<file path="src/rtl/noc_packet_buffer_node.sv">
// Store-and-forward flit buffer between a router local port and an endpoint.
// Flits are released downstream only once a whole packet is held. A packet
// longer than the buffer switches the output side to cut-through mode.
`ifndef Noc_Data_Width
`define Noc_Data_Width 32
`endif

module noc_packet_buffer_node #(
   parameter  int unsigned DATA_WIDTH = `Noc_Data_Width,
   parameter  int unsigned DEPTH      = 16,
   localparam int unsigned PTR_W      = $clog2(DEPTH)
) (
   input  logic                  noc_clk,
   input  logic                  noc_rst_n,
   input  logic                  receive_valid,
   output logic                  receive_ready,
   input  logic [DATA_WIDTH-1:0] receive_flit,
   input  logic                  receive_is_header,
   input  logic                  receive_is_tail,
   output logic                  sender_valid,
   input  logic                  sender_ready,
   output logic [DATA_WIDTH-1:0] sender_flit,
   output logic                  sender_is_header,
   output logic                  sender_is_tail,
   output logic [PTR_W:0]        pkt_count,
   output logic                  proto_err
);

   localparam logic [PTR_W:0] FULL = (PTR_W + 1)'(DEPTH);

   typedef enum logic {ST_STORE, ST_CUT} out_state_t;
   typedef enum logic {FR_EXPECT_HDR, FR_IN_PKT} frame_state_t;

   logic [DATA_WIDTH+1:0] mem [DEPTH];
   logic [PTR_W-1:0]      wr_ptr, rd_ptr;
   logic [PTR_W:0]        count;
   logic [DATA_WIDTH+1:0] head;
   logic                  wr_fire, rd_fire, wr_tail, rd_tail;
   out_state_t            out_state, out_next;
   frame_state_t          fr_state, fr_next;
   logic                  err_set;

   assign head             = mem[rd_ptr];
   assign sender_flit      = head[DATA_WIDTH+1:2];
   assign sender_is_header = head[1];
   assign sender_is_tail   = head[0];

   assign wr_fire = receive_valid & receive_ready;
   assign rd_fire = sender_valid & sender_ready;
   assign wr_tail = wr_fire & receive_is_tail;
   assign rd_tail = rd_fire & sender_is_tail;

   // Flit storage: payload plus framing bits, no reset needed on the array.
   always_ff @(posedge noc_clk) begin
      if (wr_fire) begin
         mem[wr_ptr] <= {receive_flit, receive_is_header, receive_is_tail};
      end
   end

   // Pointers, occupancy and complete-packet count.
   always_ff @(posedge noc_clk) begin
      if (!noc_rst_n) begin
         wr_ptr    <= '0;
         rd_ptr    <= '0;
         count     <= '0;
         pkt_count <= '0;
      end else begin
         if (wr_fire) wr_ptr <= wr_ptr + 1'b1;
         if (rd_fire) rd_ptr <= rd_ptr + 1'b1;
         case ({wr_fire, rd_fire})
            2'b10:   count <= count + 1'b1;
            2'b01:   count <= count - 1'b1;
            default: count <= count;
         endcase
         case ({wr_tail, rd_tail})
            2'b10:   pkt_count <= pkt_count + 1'b1;
            2'b01:   pkt_count <= pkt_count - 1'b1;
            default: pkt_count <= pkt_count;
         endcase
      end
   end

   // Output FSM state register.
   always_ff @(posedge noc_clk) begin
      if (!noc_rst_n) out_state <= ST_STORE;
      else            out_state <= out_next;
   end

   // Output FSM: full buffer with no complete packet means an oversized
   // packet, so drain it cut-through until its tail leaves.
   always_comb begin
      out_next      = out_state;
      sender_valid  = 1'b0;
      receive_ready = noc_rst_n && (count != FULL);
      case (out_state)
         ST_STORE: begin
            sender_valid = noc_rst_n && (pkt_count != '0);
            if (count == FULL && pkt_count == '0) out_next = ST_CUT;
         end
         ST_CUT: begin
            sender_valid = noc_rst_n && (count != '0);
            if (rd_tail) out_next = ST_STORE;
         end
         default: out_next = ST_STORE;
      endcase
   end

   // Framing checker state and sticky error flag.
   always_ff @(posedge noc_clk) begin
      if (!noc_rst_n) begin
         fr_state  <= FR_EXPECT_HDR;
         proto_err <= 1'b0;
      end else begin
         fr_state <= fr_next;
         if (err_set) proto_err <= 1'b1;
      end
   end

   // Framing checker: header must open a packet, no header inside one.
   always_comb begin
      fr_next = fr_state;
      err_set = 1'b0;
      if (wr_fire) begin
         case (fr_state)
            FR_EXPECT_HDR: begin
               if (!receive_is_header)   err_set = 1'b1;
               else if (!receive_is_tail) fr_next = FR_IN_PKT;
            end
            FR_IN_PKT: begin
               if (receive_is_header) err_set = 1'b1;
               if (receive_is_tail)   fr_next = FR_EXPECT_HDR;
            end
            default: fr_next = FR_EXPECT_HDR;
         endcase
      end
   end

endmodule

</file>
<file path="config.mk">
export PLATFORM = sky130hd
export DESIGN_NAME = noc_packet_buffer_node
export DESIGN_NICKNAME = d
export VERILOG_FILES = /design/src/rtl/noc_packet_buffer_node.sv
export SDC_FILE = /design/constraint.sdc
export NUM_CORES = 1
export LEC_CHECK = 0
export CORE_MARGIN = 5
export CORE_UTILIZATION = 59
export CTS_BUF_LIST = sky130_fd_sc_hd__clkbuf_4
export CTS_CLUSTER_DIAMETER = 50
export DETAILED_ROUTE_END_ITERATION = 10
export DONT_BUFFER_PORTS = 1
export MAX_ROUTING_LAYER = met4
export PLACE_DENSITY = 0.75
export SYNTH_ARGS = -nofsm -noshare
export SYNTH_HDL_FRONTEND = slang
export SYNTH_SLANG_ARGS = --single-unit
</file>
<file path="constraint.sdc">
create_clock -name noc_clk -period 4.6 [get_ports noc_clk]
set_clock_uncertainty 0.1 [all_clocks]
set_input_delay 0.92 -clock noc_clk [delete_from_list [all_inputs] [get_ports noc_clk]]
set_output_delay 0.92 -clock noc_clk [all_outputs]
set_load 0.05 [all_outputs]
</file>
Word-level counts from Yosys, hierarchy flattened
Memory sizes are Yosys's and may differ from the RTL's. A register that Yosys moved wholly into a read port is not among the register bits.
Cells that the tools add are included.
{"block": "op_classes", "n_addsub": 6, "eq_ne": 6, "muxes": 17, "bitwise_logic": 6, "n_reduce_logical": 9}
{"op": "$pmux 5 s2", "n": 2}
{"op": "$add 5x1->5 const B", "n": 2}
{"op": "$reduce_bool 5->1", "n": 2}
{"op": "$sub 5x1->5 const B", "n": 2}
{"op": "$mux 1", "n": 9}
{"op": "$add 4x1->4 const B", "n": 2}
{"op": "$mux 4", "n": 2}
{"op": "$pmux 1 s2", "n": 4}
{"op": "$eq 5x5->1 const B", "n": 1}
{"op": "$logic_not 5->1", "n": 1}
{"op": "$ne 5x5->1 const B", "n": 1}
{"op": "$and 1x1->1", "n": 4}
{"op": "$eq 2x1->1 const B", "n": 2}
{"op": "$eq 2x2->1 const B", "n": 2}
{"op": "$logic_and 1x1->1", "n": 4}
{"op": "$reduce_bool 2->1", "n": 2}
{"op": "$not 1->1", "n": 2}
{"block": "totals", "ff_bits": 21, "mem_bits_rw": 544, "output_inout_bits": 42, "wordCells": 52, "memories": 1}
{"name": "mem", "words": 16, "word_bits": 34, "read_ports": 1, "rd_ports_with_merged_regs": 1, "write_ports": 1, "line": "34", "rtl": "logic [DATA_WIDTH+1:0] mem [DEPTH];"}

Depth between registers and ports, before layout
Gate-level depths: netlist of the first run.
{"block": "logic_depth", "ltp_word": 7, "depth_mapped": 15, "ltp_nobuf": 13}

Least setup slack after synthesis of the first run
No wires, ideal clock.
{"block": "synth_path", "path_kind": "input port to flip-flop", "startpoint": "input receive_valid", "endpoint": "memory mem[2][0] (netlist bit) (enable)", "setup_time_ps": 467, "arrival_ps": 3913, "required_time_ps": 4033, "slack_ps": 119, "cell_stages": 5, "path_cell_list": "nand2_1 -> a21oi_1 -> clkbuf_1 -> nand2_1 -> nor3_1"}
{"block": "synth_between", "elab_chain_cells": 3}
{"element": "start: declaration", "line": "15", "rtl": "input logic receive_valid,"}
{"element": "$and 1x1->1", "line": "48", "rtl": "assign wr_fire = receive_valid & receive_ready;"}
{"element": "$mux 1", "line": "55", "rtl": "if (wr_fire) begin"}
{"element": "$mux 1 (not written as such)", "line": "56", "rtl": "mem[wr_ptr] <= {receive_flit, receive_is_header, receive_is_tail};"}
{"element": "end: declaration", "line": "34"}
No other way between the ends.

==> impl_metrics.yaml, run 1 <==
status:
  status: "finished, final reports clean"
power:
  p_sw_uw: 2178
  power.total_uw: 10370
  p_clk_frac: 0.401
  comb_power_share: 0.044
  p_sw_frac: 0.2100
  p_leak_uw: 0.007651
  power_density_mw_per_mm2: 421.3
  p_int_uw: 8191
  p_seq_frac: 0.555
  peakVddDrop_mv: 0.3134
synthesis:
  async_flop_share: 0
  synth_common_cells: "edfxtp_1 (544), mux4_2 (169), dfxtp_1 (25)"
  syn-num-nets: 998
  yosys_warnings: 0
  yosysMostFrequentCell: "edfxtp_1"
  yosysSeqAreaShare: 0.7670
  post-synth-top-area-cell: "edfxtp_1"
  synthFlopType: "edfxtp_1"
  syn_area_mm2: 0.02195
  yosysTopAreaCellShare: 0.7442
  synth_seq_cells: 569
  synth_area_leaders: "edfxtp_1 (74%), mux4_2 (17%), dfxtp_1 (2.3%)"
  yosysUniqueCellTypes: 49
  syn_inst: 948
  synth_edf_count: 544
  avgSynthCellArea_um2: 23.15
clock_network:
  clk_latency_ns: 0.81
  ctsRootBufferMaster: "clkbuf_4"
  cts_made_buffers: 139
  postCtsHoldBufs: 0
  cts.clk_slew.worst_paths_ns: 0.07
  cts.path.max_buffers: 3
  clock_sinks: 569
  post_cts.repair.setup_buffers: 0
  cts_resized: 0
  cts_tree: "yes"
  htree_levels: 4
floorplanning:
  core_area_mm2: 0.03670
  die-area_mm2: 0.04116
  start_util: 0.5981
  core.rowCount: 70
  io-pin-count: 80
  die_x_um: 202.9
  die_h_um: 202.9
grt:
  grt_max_degree: 46
  grt_pass1_wl_mm: 66.04
  grt_remaining_overflow: 0
  grt.total_usage: 0.2256
  antenna_found_initial: 2
  grt_pass1_vias: 10820
timing:
  slew_headroom: 0.3073
  fin_crit_ns: 4.272
  clock.fmax_ghz: 0.2341
  setup_violations: 0
  worstMarginPinSlew_ns: 1.037
  finalHoldViolCount: 0
  finalCritPeriodShare: 0.9287
  slew_violations: 0
  setup_tns_ns: 0
  rsz0062_at_grt: "false"
job:
  drv_cap: 0
placement:
  dp_hpwl_mm: 22.88
  gp_congestion: 0.7218
  port_buffers: 0
critical_path:
  criticalPathCategory: "reg2out"
  crit_arrival_ns: 3.25
  crit_path_max_fanout: 36
  setup.worst_path.start_class: "register"
  required_ns: 3.58
  cp-end-kind: "primary output"
final_layout:
  nFillCells: 2277
  seqCellArea_mm2: 0.01685
  nNetsFinal: 1124
  area_delta_synth_final_pct: 12.11
  multi_input_area_mm2: 0.004954
  drive_above_1_share: 0.3790
drt:
  route.vias.total: 10100
  ant_nets: 0
  drc_errors: 0
  routed_wl_mm: 43.60
  wl_per_cell_um: 26.60
  drt_iter0_markers: 1001
  routed_via_density: 6.165
  first_pass_iters: 5
worst_hold_path:
  hold_class: "in2reg"
==> power by group through the flow <==
stage	Sequential (µW)	Combinational (µW)	Clock [µW]
after floorplan	5850	397	0
after global placement	5860	463	0
after detailed placement	5870	465	0
after CTS	5750	466	4270
after global routing	5750	491	4590
final	5750	461	4150
==> final timing paths <==
kind                    start         endpoint  slack (ns)  cells after the start
max reg2reg      pkt_count[1]     pkt_count[4]        0.92                     11
min          receive_flit[31]       mem[9][33]        0.08                      0
max                  register  sender_flit[17]        0.33                      3
min reg2reg         rd_ptr[1]         register        0.41                      2
==> layout make-up <==
type | count | share of cell area
Sequential cell | 569 | 0.6847
Multi-Input combinational cell | 319 | 0.2013
Clock buffer | 194 | 0.05918
Tap cell | 468 | 0.02380
Timing Repair Buffer | 35 | 0.01556
Clock inverter | 42 | 0.01368
Inverter | 10 | 0.001627
Antenna cell | 2 | 0.0002034
==> state kept, by name, summed over array words and instances, names as in the netlist, named ones only <==
| register | flops |
|---|---|
| rd_ptr | 4 |
| count | 5 |
| fr_state | 1 |
| mem | 544 |
| out_state | 1 |
| wr_ptr | 4 |
| pkt_count | 5 |
| proto_err | 1 |
==> critical path: stages, from the launching register on <==
cell and delay, ns:
dfxtp_4 0.78, buf_12 0.36, mux4_2 0.57, mux4_2 0.67
==> cells in the final DEF, fill, tap and decap left out, types with 5 or more instances in the layout <==
master / count
mux4_2: 169
buf_12: 9
o21ai_0: 7
clkinv_1: 24
mux2i_1: 5
nand2_1: 22
bufinv_16: 6
dfxtp_1: 21
and2_1: 16
a21oi_1: 8
buf_4: 23
clkinv_2: 5
ha_1: 11
xnor2_1: 9
clkbuf_4: 194
nor2_4: 12
edfxtp_1: 544
inv_2: 5
inv_1: 7
==> logic make-up (layout without fill, tap and decap cells) <==
logic type,after synthesis,in the layout,share of synthesized area
xor gates and xnor gates,13,13,0.005187
DFF,569,569,0.7670
and+or+nand+nor,90,90,0.02263
AOI/OAI and AO/OA,29,29,0.009063
adders and majority gates,12,12,0.007182
other,0,2,0
buffers and inverters,60,281,0.01254
muxes,175,175,0.1764
==> per-stage QoR <==
| step | hold slack (ns) | cell area [µm²] | util | setup WS [ns] | instances |
|---|---|---|---|---|---|
| finish | 0.08239 | 24610 | 0.6706 | 0.3280 | 1639 |
| global route | -0.003253 | 24610 | 0.6706 | 0.1205 | 1639 |
| CTS | 0.01318 | 24570 | 0.6696 | 0.2275 | 1634 |
| detailed placement | 0.3912 | 22780 | 0.6208 | 0.9513 | 1398 |
| global placement | 0.3865 | 22780 | 0.6208 | 1.040 | 1398 |
| floorplan | 0.3725 | 21950 | - | 0.1194 | 948 |
==> layer usage <==
| metal | GRT usage | part of all wire | vias to the layer above |
|---|---|---|---|
| met5 | - | 0 | - |
| met4 | 0.06571 | 0.014 | 0 |
| met3 | 0.05862 | 0.076 | 59 |
| met2 | 0.3682 | 0.52 | 408 |
| met1 | 0.2856 | 0.39 | 5283 |
| li1 | - | - | 4354 |
No activity file was read; power rests on OpenSTA's default activity.
==> inputs of run 2 (changes only) <==
--- a/config.mk
+++ b/config.mk
@@ -5,6 +5,7 @@
 export SDC_FILE = /design/constraint.sdc
 export NUM_CORES = 1
 export LEC_CHECK = 0
+export CAP_MARGIN = 5
 export CORE_MARGIN = 5
 export CORE_UTILIZATION = 59
 export CTS_BUF_LIST = sky130_fd_sc_hd__clkbuf_4
==> results of run 2 <==
The final DEF is identical to that of run 1; final timing and power are the same.
